[config.mk]
export PLATFORM = sky130hd
export DESIGN_NAME = load_store_unit
export DESIGN_NICKNAME = d
export VERILOG_FILES = /design/src/rtl/lsu_pkg.sv /design/src/rtl/lsu_align.sv /design/src/rtl/load_store_unit.sv
export SDC_FILE = /design/constraint.sdc
export NUM_CORES = 1
export LEC_CHECK = 0
export ABC_AREA = 1
export CELL_PAD_IN_SITES_DETAIL_PLACEMENT = 0
export CELL_PAD_IN_SITES_GLOBAL_PLACEMENT = 1
export CORE_MARGIN = 2
export CORE_UTILIZATION = 34
export DETAILED_ROUTE_END_ITERATION = 12
export PLACE_DENSITY_LB_ADDON = 0.1
export SLEW_MARGIN = 10
export SYNTH_ARGS = -nofsm -noshare
export SYNTH_HDL_FRONTEND = slang
export SYNTH_SLANG_ARGS = --single-unit
export TNS_END_PERCENT = 50
[constraint.sdc]
create_clock -name clk -period 2.1 [get_ports clk]
set_clock_uncertainty 0.05 [all_clocks]
set_input_delay 0.42 -clock clk [delete_from_list [all_inputs] [get_ports clk]]
set_output_delay 0.42 -clock clk [all_outputs]
set_load 0.1 [all_outputs]
[src/rtl/lsu_pkg.sv]
// Shared definitions for the load/store unit.
//  - Access size encodings carried on req_size.
//  - Controller state enumeration.
//  - Byte-lane helpers used by the alignment network and the error check.
package lsu_pkg;

    localparam logic [1:0] SZ_BYTE = 2'b00;
    localparam logic [1:0] SZ_HALF = 2'b01;
    localparam logic [1:0] SZ_WORD = 2'b10;
    localparam logic [1:0] SZ_ILL  = 2'b11;

    typedef enum logic [2:0] {
        ST_IDLE   = 3'd0,
        ST_LOAD   = 3'd1,
        ST_RMW_RD = 3'd2,
        ST_STORE  = 3'd3,
        ST_DONE   = 3'd4
    } lsu_state_t;

    // Byte lanes of the memory word touched by an access of the given size.
    function automatic logic [3:0] lane_mask(input logic [1:0] size, input logic [1:0] addr_lo);
        logic [3:0] mask;
        case (size)
            SZ_BYTE: mask = 4'b0001 << addr_lo;
            SZ_HALF: mask = addr_lo[1] ? 4'b1100 : 4'b0011;
            SZ_WORD: mask = 4'b1111;
            default: mask = 4'b0000;
        endcase
        return mask;
    endfunction

    // Alignment violation; the illegal size code is folded in here as well.
    function automatic logic bad_align(input logic [1:0] size, input logic [1:0] addr_lo);
        logic bad;
        case (size)
            SZ_BYTE: bad = 1'b0;
            SZ_HALF: bad = addr_lo[0];
            SZ_WORD: bad = |addr_lo;
            default: bad = 1'b1;
        endcase
        return bad;
    endfunction

endpackage

[src/rtl/lsu_align.sv]
// Combinational byte-lane alignment shared by the LOAD and RMW_RD states.
// Ports:
//  word_in     in  32  word read from memory
//  addr_lo     in  2   byte offset within the word
//  size        in  2   access size (lsu_pkg SZ_*)
//  is_unsigned in  1   1 zero-extend, 0 sign-extend (loads)
//  wdata       in  32  right-justified store data
//  load_data   out 32  extracted and extended load value
//  merged      out 32  word_in with the store lanes replaced by wdata
module lsu_align
    import lsu_pkg::*;
(
    input  logic [31:0] word_in,
    input  logic [1:0]  addr_lo,
    input  logic [1:0]  size,
    input  logic        is_unsigned,
    input  logic [31:0] wdata,
    output logic [31:0] load_data,
    output logic [31:0] merged
);

    logic [7:0]  byte_s;
    logic [15:0] half_s;
    logic [31:0] repl_s;
    logic [3:0]  mask_s;

    // Lane selection for byte and half loads.
    always_comb begin
        byte_s = 8'h00;
        case (addr_lo)
            2'd0:    byte_s = word_in[7:0];
            2'd1:    byte_s = word_in[15:8];
            2'd2:    byte_s = word_in[23:16];
            2'd3:    byte_s = word_in[31:24];
            default: byte_s = 8'h00;
        endcase
        half_s = addr_lo[1] ? word_in[31:16] : word_in[15:0];
    end

    // Sign/zero extension of the selected lane.
    always_comb begin
        load_data = 32'h0000_0000;
        case (size)
            SZ_BYTE: load_data = is_unsigned ? {24'h00_0000, byte_s} : {{24{byte_s[7]}}, byte_s};
            SZ_HALF: load_data = is_unsigned ? {16'h0000, half_s} : {{16{half_s[15]}}, half_s};
            SZ_WORD: load_data = word_in;
            default: load_data = 32'h0000_0000;
        endcase
    end

    // Store merge: replicate the store data into every lane, then keep only the target lanes.
    always_comb begin
        mask_s = lane_mask(size, addr_lo);
        case (size)
            SZ_BYTE: repl_s = {4{wdata[7:0]}};
            SZ_HALF: repl_s = {2{wdata[15:0]}};
            default: repl_s = wdata;
        endcase
        merged = 32'h0000_0000;
        for (int i = 0; i < 4; i++) begin
            merged[8*i +: 8] = mask_s[i] ? repl_s[8*i +: 8] : word_in[8*i +: 8];
        end
    end

endmodule

[src/rtl/load_store_unit.sv]
// Load/store unit: single-outstanding initiator for the word-addressed data memory.
// Byte/half/word loads are lane-extracted and extended; sub-word stores are done as
// read-modify-write. Memory-side outputs decode only from registered state.
// Ports:
//  clk, rst_n                  clock, async active-low reset
//  req_valid/req_ready         request handshake (accept when both high)
//  req_write, req_size,        request: store flag, size, zero-extend flag,
//  req_unsigned, req_addr,     byte address, right-justified store data
//  req_wdata
//  resp_valid, resp_rdata,     one-cycle completion pulse, load data, error flag
//  resp_err
//  mem_read, mem_write,        memory strobes, word index, write word
//  mem_address, mem_write_data
//  mem_read_data               combinational read data from memory
module load_store_unit
    import lsu_pkg::*;
#(
    parameter int MEM_WORDS    = 1024,
    parameter bit CHECK_BOUNDS = 1'b1
) (
    input  logic        clk,
    input  logic        rst_n,
    input  logic        req_valid,
    output logic        req_ready,
    input  logic        req_write,
    input  logic [1:0]  req_size,
    input  logic        req_unsigned,
    input  logic [31:0] req_addr,
    input  logic [31:0] req_wdata,
    output logic        resp_valid,
    output logic [31:0] resp_rdata,
    output logic        resp_err,
    output logic        mem_read,
    output logic        mem_write,
    output logic [31:0] mem_address,
    output logic [31:0] mem_write_data,
    input  logic [31:0] mem_read_data
);

    lsu_state_t  state_r;
    lsu_state_t  state_nxt_s;
    logic        write_r;
    logic        unsigned_r;
    logic [1:0]  size_r;
    logic [31:0] addr_r;
    logic [31:0] wdata_r;
    logic [31:0] wbuf_r;
    logic [31:0] rdata_r;
    logic        err_r;
    logic        accept_s;
    logic        range_s;
    logic        req_err_s;
    logic [31:0] load_data_s;
    logic [31:0] merged_s;

    assign accept_s = req_valid && (state_r == ST_IDLE);

    // Request error classification, evaluated on the incoming request.
    always_comb begin
        if (CHECK_BOUNDS) begin
            range_s = ({2'b00, req_addr[31:2]} >= 32'(MEM_WORDS));
        end else begin
            range_s = 1'b0;
        end
        req_err_s = bad_align(req_size, req_addr[1:0]) | range_s;
    end

    // Next-state logic.
    always_comb begin
        state_nxt_s = state_r;
        case (state_r)
            ST_IDLE: begin
                if (req_valid) begin
                    if (req_err_s) begin
                        state_nxt_s = ST_DONE;
                    end else if (!req_write) begin
                        state_nxt_s = ST_LOAD;
                    end else if (req_size == SZ_WORD) begin
                        state_nxt_s = ST_STORE;
                    end else begin
                        state_nxt_s = ST_RMW_RD;
                    end
                end else begin
                    state_nxt_s = ST_IDLE;
                end
            end
            ST_LOAD:   state_nxt_s = ST_DONE;
            ST_RMW_RD: state_nxt_s = ST_STORE;
            ST_STORE:  state_nxt_s = ST_DONE;
            ST_DONE:   state_nxt_s = ST_IDLE;
            default:   state_nxt_s = ST_IDLE;
        endcase
    end

    // State register.
    always_ff @(posedge clk or negedge rst_n) begin
        if (!rst_n) begin
            state_r <= ST_IDLE;
        end else begin
            state_r <= state_nxt_s;
        end
    end

    // Request latch; captured only on acceptance so later input changes cannot alter it.
    always_ff @(posedge clk or negedge rst_n) begin
        if (!rst_n) begin
            write_r    <= 1'b0;
            unsigned_r <= 1'b0;
            size_r     <= 2'b00;
            addr_r     <= 32'h0000_0000;
            wdata_r    <= 32'h0000_0000;
        end else if (accept_s) begin
            write_r    <= req_write;
            unsigned_r <= req_unsigned;
            size_r     <= req_size;
            addr_r     <= req_addr;
            wdata_r    <= req_wdata;
        end
    end

    // Write buffer: holds store data directly for word stores, merged word after RMW read.
    always_ff @(posedge clk or negedge rst_n) begin
        if (!rst_n) begin
            wbuf_r <= 32'h0000_0000;
        end else if (accept_s) begin
            wbuf_r <= req_wdata;
        end else if (state_r == ST_RMW_RD) begin
            wbuf_r <= merged_s;
        end
    end

    // Response registers, updated only on the edge that enters DONE so they hold in between.
    always_ff @(posedge clk or negedge rst_n) begin
        if (!rst_n) begin
            rdata_r <= 32'h0000_0000;
            err_r   <= 1'b0;
        end else begin
            case (state_r)
                ST_IDLE: begin
                    if (req_valid && req_err_s) begin
                        rdata_r <= 32'h0000_0000;
                        err_r   <= 1'b1;
                    end
                end
                ST_LOAD: begin
                    rdata_r <= load_data_s;
                    err_r   <= 1'b0;
                end
                ST_STORE: begin
                    rdata_r <= 32'h0000_0000;
                    err_r   <= 1'b0;
                end
                default: begin
                    rdata_r <= rdata_r;
                    err_r   <= err_r;
                end
            endcase
        end
    end

    lsu_align u_align (
        .word_in     (mem_read_data),
        .addr_lo     (addr_r[1:0]),
        .size        (size_r),
        .is_unsigned (unsigned_r),
        .wdata       (wdata_r),
        .load_data   (load_data_s),
        .merged      (merged_s)
    );

    assign req_ready      = (state_r == ST_IDLE);
    assign resp_valid     = (state_r == ST_DONE);
    assign mem_read       = (state_r == ST_LOAD) || (state_r == ST_RMW_RD);
    assign mem_write      = (state_r == ST_STORE) && write_r;
    assign mem_address    = {2'b00, addr_r[31:2]};
    assign mem_write_data = wbuf_r;
    assign resp_rdata     = rdata_r;
    assign resp_err       = err_r;

endmodule

==> flow_metrics.tcl <==
set metrics [dict create \
    p_sw_uw 4070 \
    ys.flop_type "dfrtp_1" \
    seq_power_share 0.303 \
    core_sq_um 21200 \
    synth_area_leaders "dfrtp_1 (46%), nand2_1 (16%), nand3_1 (6.9%)" \
    fmax_mhz 513 \
    gr-total-overflow 0 \
    synth_edf_count 0 \
    slew_headroom 0.656 \
    ant_nets 0 \
    setup_viol 0 \
    die_area_sq_um 23000 \
    ios 204 \
    numPortBuffers 201 \
    switching_share 0.394 \
    maxSlewViolCount 0 \
    utilization 0.477 \
    vias 6834 \
    async_flop_share 1.00 \
    yosysWarnings 0 \
    viasPerCell 4.63 \
    finalHoldViolations 0 \
    grt_max_degree 46 \
    arrival_ps 1480 \
    cts_tree "done" \
    drt_wl_total_microns 22700 \
    drt-initial-drc-count 423 \
    final_nets 1291 \
    ys_seq_area_frac 0.460 \
    status "finished, final reports clean" \
    crit_fanout 5 \
    endpoint_kind "output pin" \
    avgSynthCellArea_sq_um 7.25 \
    rows 53 \
    diodes 0 \
    place_congestion 0.861 \
    clock_latency_ps 420 \
    drc 0 \
    yosys.area.top_type "dfrtp_1" \
    power_frac_comb 0.350 \
    synth_top_area_frac 0.460 \
    cts_max_level 4 \
    die_h_microns 152 \
    avgRoutedWirePerCell_microns 15.4 \
    hpwlAfterDp_microns 16700 \
    max_cap_viol_count 0 \
    drt-pass1-iter-count 5 \
    cts.sinks 136 \
    p_leak_uw 0.00529 \
    cts_buffers 17 \
    powerDensity_nw_per_um2 1020 \
    antenna_found_initial 0 \
    n_fill_cell 2213 \
    crit_required_ps 1630 \
    synth_area_sq_um 7400 \
    grt_use_total 0.203 \
    ys_ff_latch 136 \
    min_period_ps 1950 \
    syn2layout_area_growth_pct 36.7 \
    clock_power_share 0.347 \
    grt_pass1_wl_microns 35800 \
    path_clk_slew_ps 60 \
    synthCells 1021 \
    p_total_uw 10300 \
    rsz0062_at_grt "false" \
    cts_buffer_depth 2 \
    cts-root-buf "clkbuf_16" \
    hold_class "input pin to asynchronous set/reset pin" \
    ir_drop_uv 520 \
    drive_above_1_share 0.157 \
    yosysUniqueCellTypes 31 \
    die_w_microns 152 \
    whs_ps 415 \
    finalCritPeriodShare 0.927 \
    internal-power_uw 6270 \
    tightest_slew_ps 517 \
    cp-start-kind "flip-flop" \
    grt_pass1_vias 6494 \
    postCtsSetupBuffers 0 \
    critical_path_class "flip-flop to output pin" \
    timing.setup.tns_ps 0 \
    start_util 0.349 \
]
-- worst max-delay path, cell delays in order (launching register included) --
cell and delay, ps:
dfrtp_1 420, inv_1 90, nor2_1 120, inv_2 80, o21ai_2 160, buf_12 190
-- routing by layer --
metal / global-route usage / up-vias / part of all wire
li1: - / 3520 / -
met1: 0.306 / 3113 / 0.49
met2: 0.300 / 182 / 0.44
met3: 0.0311 / 19 / 0.060
met4: 0.0630 / 0 / 0.013
met5: 0 / - / 0
-- final cells by class --
class,count,area [sq um],share of cell area
clock buffers,20,457,0.0451
clock inverters,11,244,0.0241
inverters,107,402,0.0397
multi-input cells,699,3130,0.310
flip-flops and latches,136,3400,0.336
well taps,275,344,0.0340
repair buffers,227,2140,0.211
-- sequential cells by signal (all words and copies together) (netlist names) --
name	flops
wdata_r	32
state_r	3
mem_write_data	32
addr_r	32
resp_err	1
write_r	1
unsigned_r	1
size_r	2
resp_rdata	32
-- synthesized netlist by cell type, types with 6 or more instances --
| cell | instances |
|---|---|
| inv_2 | 7 |
| buf_2 | 22 |
| and2_1 | 8 |
| o21ai_0 | 84 |
| nand2_1 | 315 |
| inv_1 | 100 |
| o211ai_1 | 6 |
| nand3b_1 | 7 |
| nand2_2 | 7 |
| clkbuf_1 | 18 |
| nand3_1 | 102 |
| nor2_1 | 108 |
| dfrtp_1 | 136 |
| buf_4 | 35 |
| a21oi_1 | 40 |
-- power groups by stage --
| stage | logic (uW) | registers (uW) | clock network [uW] |
|---|---|---|---|
| 5_1_grt | 3890 | 3170 | 3780 |
| 4_1_cts | 3650 | 3140 | 3660 |
| 3_5_place_dp | 3630 | 3180 | 0 |
| 3_3_place_gp | 3630 | 3180 | 0 |
| 6_report | 3610 | 3130 | 3590 |
| 2_1_floorplan | 1790 | 4100 | 0 |
-- stage by stage --
| stage | std cells | worst slack [ps] | cell area (sq um) |
|---|---|---|---|
| after floorplan | 1022 | -85.0 | 7460 |
| after global placement | 1443 | 41.5 | 9410 |
| after detailed placement | 1443 | 17.2 | 9410 |
| after CTS | 1475 | 75.3 | 10100 |
| after global routing | 1475 | 47.3 | 10100 |
| final | 1475 | 152 | 10100 |
-- timing repair --
action,4_1_cts,5_1_grt
hold buffers,1,0
gates resized for setup,0,1
setup endpoints to repair,0,1
endpoints found under the hold margin,33,0
-- placed cells by master (no fill, tap or decap), types with 8 or more instances in the layout --
cell type / Yosys / routed
nand2_1: 315 / 315
dfrtp_1: 136 / 136
buf_4: 35 / 110
nor2_1: 108 / 106
nand3_1: 102 / 101
clkdlybuf4s50_1: 0 / 101
inv_1: 100 / 100
o21ai_0: 84 / 63
a21oi_1: 40 / 40
o21ai_1: 1 / 21
clkbuf_16: 0 / 17
buf_12: 0 / 14
and2_1: 8 / 8
-- kinds of logic (layout without fill, tap and decap cells) --
group	after synthesis	after routing	synth area share
other cells	1	2	0.000507
buf+inv	187	365	0.121
compound gates	138	138	0.0994
simple gates	559	559	0.319
flops	136	136	0.460
-- worst paths after layout --
| check | start | to | slack, ps | cells past startpoint |
|---|---|---|---|---|
| min in group clk | addr_r[22]$_DFFE_PN0P_ | addr_r[22]$_DFFE_PN0P_ | 420 | 2 |
| worst min register to register | addr_r[22]$_DFFE_PN0P_ | addr_r[22]$_DFFE_PN0P_ | 420 | 2 |
| worst max-delay path | state_r[0]$_DFF_PN0_ | mem_read | 150 | 5 |
| worst min-delay path | rst_n | addr_r[13]$_DFFE_PN0P_ | 410 | 2 |
| worst max register to register | size_r[1]$_DFFE_PN0P_ | resp_rdata[11]$_DFFE_PN0P_ | 220 | 8 |
| max in group asynchronous | rst_n | resp_rdata[8]$_DFFE_PN0P_ | 980 | 3 |
Power figures use the tool's default switching activity.
